<file path="src/rtl/ghash_ctrl.sv">
// ghash_ctrl: GCM authentication sequencer. Folds AAD/ciphertext blocks into
// the GHASH accumulator through an external gfmul stage, appends the length
// block and emits the unmasked GHASH value.
module ghash_ctrl #(
    parameter int unsigned MUL_LAT = 1
) (
    input  logic         clk,
    input  logic         rst,
    input  logic         iStart,
    input  logic [0:127] iHashkey,
    input  logic         iBlkValid,
    output logic         oBlkReady,
    input  logic [0:127] iBlk,
    input  logic [4:0]   iBlkBytes,
    input  logic         iBlkIsAad,
    input  logic         iBlkLast,
    output logic [0:127] oMulCtext,
    output logic [0:127] oMulHashkey,
    input  logic [0:127] iMulResult,
    output logic [0:127] oTag,
    output logic         oTagValid,
    output logic         oBusy
);

    localparam int unsigned CW = $clog2(MUL_LAT + 2);
    localparam logic [0:127] ONES = '1;

    typedef enum logic [2:0] {
        IDLE,
        ACCEPT,
        WAIT,
        LEN,
        LWAIT,
        DONE
    } state_t;

    state_t        state;
    logic [0:127]  acc;
    logic [63:0]   len_a;
    logic [63:0]   len_c;
    logic          last_q;
    logic [CW-1:0] wcnt;

    logic [4:0]    n_eff;
    logic [7:0]    n_bits;
    logic [0:127]  keep;
    logic [0:127]  blk_m;
    logic          wait_done;

    // Clip the byte count to 16 and zero every byte past it
    always_comb begin
        n_eff     = (iBlkBytes > 5'd16) ? 5'd16 : iBlkBytes;
        n_bits    = {n_eff, 3'b000};
        keep      = ~(ONES >> n_bits);
        blk_m     = iBlk & keep;
        wait_done = (wcnt == CW'(MUL_LAT));
    end

    assign oBlkReady = (state == ACCEPT);

    // Sequencer: block intake, multiply waits, length block and tag output
    always_ff @(posedge clk) begin
        if (rst) begin
            state       <= IDLE;
            acc         <= '0;
            len_a       <= '0;
            len_c       <= '0;
            last_q      <= 1'b0;
            wcnt        <= '0;
            oMulCtext   <= '0;
            oMulHashkey <= '0;
            oTag        <= '0;
            oTagValid   <= 1'b0;
            oBusy       <= 1'b0;
        end else if (iStart) begin
            // Start wins over any concurrent handshake; that block is dropped
            state       <= ACCEPT;
            acc         <= '0;
            len_a       <= '0;
            len_c       <= '0;
            oMulHashkey <= iHashkey;
            oTagValid   <= 1'b0;
            oBusy       <= 1'b1;
        end else begin
            case (state)
                IDLE: begin
                    state <= IDLE;
                end
                ACCEPT: begin
                    if (iBlkValid) begin
                        last_q <= iBlkLast;
                        if (iBlkIsAad) begin
                            len_a <= len_a + 64'(n_bits);
                        end else begin
                            len_c <= len_c + 64'(n_bits);
                        end
                        if (n_eff != 5'd0) begin
                            oMulCtext <= acc ^ blk_m;
                            wcnt      <= '0;
                            state     <= WAIT;
                        end else if (iBlkLast) begin
                            state <= LEN;
                        end
                    end
                end
                WAIT: begin
                    if (wait_done) begin
                        acc   <= iMulResult;
                        state <= last_q ? LEN : ACCEPT;
                    end else begin
                        wcnt <= wcnt + 1'b1;
                    end
                end
                LEN: begin
                    oMulCtext <= acc ^ {len_a, len_c};
                    wcnt      <= '0;
                    state     <= LWAIT;
                end
                LWAIT: begin
                    if (wait_done) begin
                        oTag      <= iMulResult;
                        oTagValid <= 1'b1;
                        oBusy     <= 1'b0;
                        state     <= DONE;
                    end else begin
                        wcnt <= wcnt + 1'b1;
                    end
                end
                DONE: begin
                    oTagValid <= 1'b0;
                    state     <= IDLE;
                end
                default: begin
                    state <= IDLE;
                end
            endcase
        end
    end

endmodule
</file>
<file path="config.mk">
export PLATFORM = sky130hd
export DESIGN_NAME = ghash_ctrl
export DESIGN_NICKNAME = d
export VERILOG_FILES = /design/src/rtl/ghash_ctrl.sv
export SDC_FILE = /design/constraint.sdc
export NUM_CORES = 1
export LEC_CHECK = 0
export CAP_MARGIN = 20
export CELL_PAD_IN_SITES_DETAIL_PLACEMENT = 1
export CELL_PAD_IN_SITES_GLOBAL_PLACEMENT = 1
export CORE_AREA = 5 5 299 301
export DETAILED_ROUTE_END_ITERATION = 8
export DIE_AREA = 0 0 304 306
export PLACE_DENSITY = 0.76
export SLEW_MARGIN = 20
export SYNTH_ARGS = -nofsm -noshare
export SYNTH_HDL_FRONTEND = slang
export SYNTH_SLANG_ARGS = --single-unit
</file>
<file path="constraint.sdc">
create_clock -name clk -period 3.9 [get_ports clk]
set_clock_uncertainty 0.05 [all_clocks]
set_input_delay 0.78 -clock clk [delete_from_list [all_inputs] [get_ports clk]]
set_output_delay 0.78 -clock clk [all_outputs]
set_load 0.005 [all_outputs]
</file>
=== Word level (Yosys, flattened, before mapping) ===
Cells that the tools add are included.

* Register bits: 648
* Bits of input ports: 395
* Logic and storage cells: 79

* $add $sub $neg: 3
* Order comparisons: 1
* Equality and inequality tests: 16
* Shift-type cells: 1
* Mux-type cells: 21
* Bitwise logic cells: 6
* Reduce and logical (&&, ||, !) cells: 19

{| class="wikitable"
|+ Operators by type and width
! kind !! count
|-
| $mux W128 || 2
|-
| $pmux W128 S2 || 1
|-
| $xor A128 B128 Y128 || 2
|-
| $add A64 B8 Y64 || 2
|-
| $and A128 B128 Y128 || 1
|-
| $not A128 Y128 || 1
|-
| $shr A128 B8 Y128 const A || 1
|-
| $mux W3 || 5
|-
| $pmux W3 S4 || 1
|-
| $reduce_and A3 Y1 || 4
|-
| $reduce_and A4 Y1 || 3
|-
| $ne A3 B3 Y1 const B || 3
|-
| $mux W2 || 4
|-
| $ne A2 B2 Y1 const B || 4
|-
| $reduce_bool A2 Y1 || 4
|-
| $eq A3 B2 Y1 const B || 2
|-
| $eq A3 B3 Y1 const B || 2
|-
| $pmux W2 S3 || 1
|-
| $reduce_and A2 Y1 || 3
|-
| $gt A5 B5 Y1 const B || 1
|-
| $mux W1 || 5
|-
| $mux W5 || 1
|-
| $reduce_and A5 Y1 || 1
|-
| $reduce_bool A5 Y1 || 1
|-
| 10 further kinds || 12
|}

=== Logic depth before layout (Yosys ltp) ===
* Depth in word-level cells: 9
* Gate-level depth with buffers: 12

=== Least setup slack after synthesis ===
No wires, ideal clock.

* Path kind: input-to-reg
* Start point: in iBlkBytes[4]
* End point: reg len_a[21]
* Setup time: 0.070 ns
* Arrival time: 3.451 ns
* Required time: 3.780 ns
* Slack: 0.329 ns
* Stages: 12
* Path through: buf_2 -> clkbuf_1 -> clkbuf_1 -> nor2b_1 -> ha_1 -> fa_1 -> maj3_1 -> o211ai_1 -> clkbuf_1 -> buf_2 -> o21ai_0 -> a21oi_1

* Cells in the longest elaborated chain, start to end: 3

{| class="wikitable"
|+ Ends and longest elaborated chain
! element !! line !! source
|-
| start: declaration || 14 || <nowiki>input logic [4:0] iBlkBytes,</nowiki>
|-
| $gt A5 B5 Y1 || 52 || <nowiki>n_eff = (iBlkBytes > 5'd16) ? 5'd16 : iBlkBytes;</nowiki>
|-
| $mux W5 (*) || 52 ||
|-
| $add A64 B8 Y64 (*) || 93 || <nowiki>len_a <= len_a + 64'(n_bits);</nowiki>
|-
| end signal: assignment || 93 ||
|-
| end: declaration || 39 || <nowiki>logic [63:0] len_a;</nowiki>
|}

Every way passes the cells marked *; elsewhere a longest branch is shown, timed or not.
A chain may end at the register's enable or synchronous reset.

=== Worst setup path in the final report ===
* Start point: in iBlkBytes[1]
* End point: reg len_c[37]

* Cells in the longest elaborated chain, start to end: 3

{| class="wikitable"
|+ Ends and longest elaborated chain
! element !! line !! source
|-
| $gt A5 B5 Y1 || 52 ||
|-
| $mux W5 (*) || 52 ||
|-
| $add A64 B8 Y64 (*) || 95 || <nowiki>len_c <= len_c + 64'(n_bits);</nowiki>
|-
| end signal: assignment || 95 ||
|-
| end: declaration || 40 || <nowiki>logic [63:0] len_c;</nowiki>
|}

Marked as above.

==> results.md <==
### Outcome
- finished clean — result of the run

### Route
- 5.21 — drt via density
- 0 — post-detailed-route count of antenna-violating nets
- 0 — Post-route DRC
- 1,432 — Initial DRC Count
- 4 — count of TritonRoute iterations in the first routing pass
- 26,300 — total number of vias
- 120,000 um — wire length after detailed routing
- 23.7 um — wire length per cell

### Global routing
- 30 — number of antenna violations at the first check in global routing
- 177,000 um — first-pass GRT wire length
- 0 — remaining global-route overflow
- 0.243 — total global routing track utilization
- 27,300 — number of global-route vias before repair
- 159 — maximum number of pins on one net before global-route repair

### Cells and area
- 0.446 — final core utilization
- 0.0564 — ratio of cells with drive above 1 in the final layout
- 4,211 — number of nets in the layout
- 44.3% — synthesis-to-finish area growth

### Placement
- 87,700 um — detailed placer's ending HPWL
- 0.848 — routability congestion estimate from global placement
- 781 — # port buffers

### Synthesis
- 0 — yosys synthesis warning count
- 26,700 um2 — Netlist Area Pre-Place
- 0 — number of enable flip-flop cells after synthesis
- 8.58 um2 — post-synthesis area per instance
- 3,110 — Mapped Cells
- dfxtp_1 — most common cell in the synthesized netlist
- dfxtp_1, nand2_1, a21oi_1, clkbuf_1, nor2_1 — leading cell types by count after synthesis
- 642 — register bit count reported by yosys
- dfxtp_1 — Main synth FF type
- 0.482 — post-synth top area share
- dfxtp_1 — post-synth top area cell
- 0.482 — part of the Yosys area used for sequential elements
- 0 — Synth async-reset ratio
- dfxtp_1, nand2_1, a21oi_1 — ranking of synthesized cells by area
- 58 — number of distinct standard cells referenced by the synthesized netlist
- 3,516 — net count after synthesis

### STA
- no — unrepaired setup endpoints after global routing
- 1.12 ns — actual slew at the worst max-slew pin
- 0 ns — final-layout setup total negative slack
- 3.17 ns — post-layout minimum cycle time
- 0 — total count of hold-check failures in the final report
- 0 — final-report setup violation count
- 315 MHz — maximum clock frequency
- 0.813 — ratio of final minimum period to clock period
- 0 — Final Max Slew Viols
- 0.251 — worst rel slew slack

### Power
- 406 nW/um2 — Power Density
- 3.75 mW — Switching Power
- 11.9 mW — Pint
- 13.3 nW — standby leakage power
- 0.478 — Clock Power Share
- 0.000377 V — worst IR drop on VDD
- 0.091 — share of power burned in combinational logic
- 0.431 — part of the total power dissipated in sequential elements
- 0.240 — switching part of the total power

### Run
- 0 — number of max-capacitance violations reported

### Worst setup path
- input pin — Setup crit start kind
- 15 — Crit Path Max Fanout
- flip-flop — Critical Path Sink Type
- 3.59 ns — data arrival time of the critical path
- 4.32 ns — endpoint required time on the critical path
- in2reg — Setup CP Type

### Clocking
- 0.62 ns — Worst-Skew Late Latency
- 642 — number of sinks handled by clock tree synthesis
- 0.06 ns — clock slew at reported path FFs
- 77 — TritonCTS buffer count
- 0 — cts hold-fix bufs
- 0 — number of buffers inserted by post-CTS setup repair
- 3 — clock buffer depth
- done — CTS tree
- 3 — CTS H-tree lvls
- 0 — Gates resized, CTS repair
- clkbuf_16 — Clock Root Buffer

### Die
- 93,000 um2 — Total Die Area
- 304 um — Die X
- 306 um — die boundary height
- 782 — number of top-level design ports
- 0.309 — Initial Util
- 86,300 um2 — Core Box Area
- 108 — number of placement rows

### Worst hold path
- reg2reg — type of the most critical hold path

-- state kept, by name, indices dropped and copies added (netlist names) --
signal and count:
oMulCtext 128, len_a 61, oTagValid 1, oBusy 1
last_q 1, len_c 61, wcnt 2, oTag 128
oMulHashkey 128, state 3, acc 128
-- area by class of cell --
class	instances	area, um2
Tap cell	1155	1450
Multi-Input combinational cell	2200	12900
Antenna cell	23	57.6
Clock buffer	106	2200
Sequential cell	642	12900
Clock inverter	34	445
Timing Repair Buffer	846	8480
Fill cell	9875	47800
Inverter	38	143
-- power groups by stage --
stage                     combinational [mW]  sequential [mW]  clock (mW)
after floorplan                        0.500             6.88           0
after global placement                  1.41             6.88           0
after detailed placement                1.42             6.88           0
after CTS                               1.43             6.74        7.67
after global routing                    1.51             6.75        7.94
final                                   1.42             6.74        7.48
-- layout by cell type (no fill, tap or decap), drive strengths merged, types with 21 or more instances in the layout --
master / n
or4: 49
xor2: 21
or3: 47
a21o: 24
nor2: 183
a21oi: 385
a22oi: 88
clkbuf: 107
diode: 23
o31ai: 60
nand4: 45
o21ai: 51
buf: 67
nand2: 640
a211oi: 21
a22o: 96
xnor2: 103
clkdlybuf4s50: 778
nand3: 67
dfxtp: 642
mux2i: 144
inv: 40
-- path summary, 6_finish.rpt --
| path | start | endpoint | slack [ns] | cells after the start |
|---|---|---|---|---|
| worst min-delay path | oMulCtext[58] | oMulCtext[58] | 0.40 | 2 |
| worst min register to register | oMulCtext[58] | oMulCtext[58] | 0.40 | 2 |
| worst max register to register | len_a[16] | len_a[49] | 0.95 | 6 |
| worst max-delay path | iBlkBytes[1] | len_c[37] | 0.73 | 10 |
-- per-stage QoR --
stage               power, mW  hold slack [ns]  worst slack [ns]  instance area, um2  instances
finish                   15.6            0.400             0.729               38500       5044
global route             16.2            0.424             0.376               38500       5038
CTS                      15.8            0.406             0.720               38400       5021
floorplan                7.38            0.395             0.329               26700       3110
detailed placement       8.30            0.397             0.146               35800       4881
global placement         8.28            0.390             0.255               35800       4881
-- layer usage --
metal | up-vias | GRT usage | wire length [um]
met1 | 13100 | 0.281 | 47600
met4 | 8 | 0.0857 | 4310
met3 | 194 | 0.0568 | 6710
met2 | 663 | 0.442 | 61000
li1 | 12400 | - | -
met5 | - | 0 | 46
-- worst max-delay path, stage by stage --
cell	delay (ns)
clkdlybuf4s50_1	0.48
inv_1	0.07
nor2_1	0.37
fa_1	0.34
nor2_1	0.07
o21ai_1	0.20
buf_4	0.19
nand4_1	0.43
o311ai_0	0.50
o41ai_1	0.16
-- logic make-up after synthesis --
logic type / after synthesis / synth area share
DFF: 642 / 0.482
xor gates and xnor gates: 124 / 0.0407
buffers and inverters: 268 / 0.0389
muxes: 144 / 0.0540
AOI/OAI and AO/OA: 781 / 0.185
adders and majority gates: 15 / 0.00722
and+or+nand+nor: 1136 / 0.192
No activity file was read; power rests on OpenSTA's default activity.
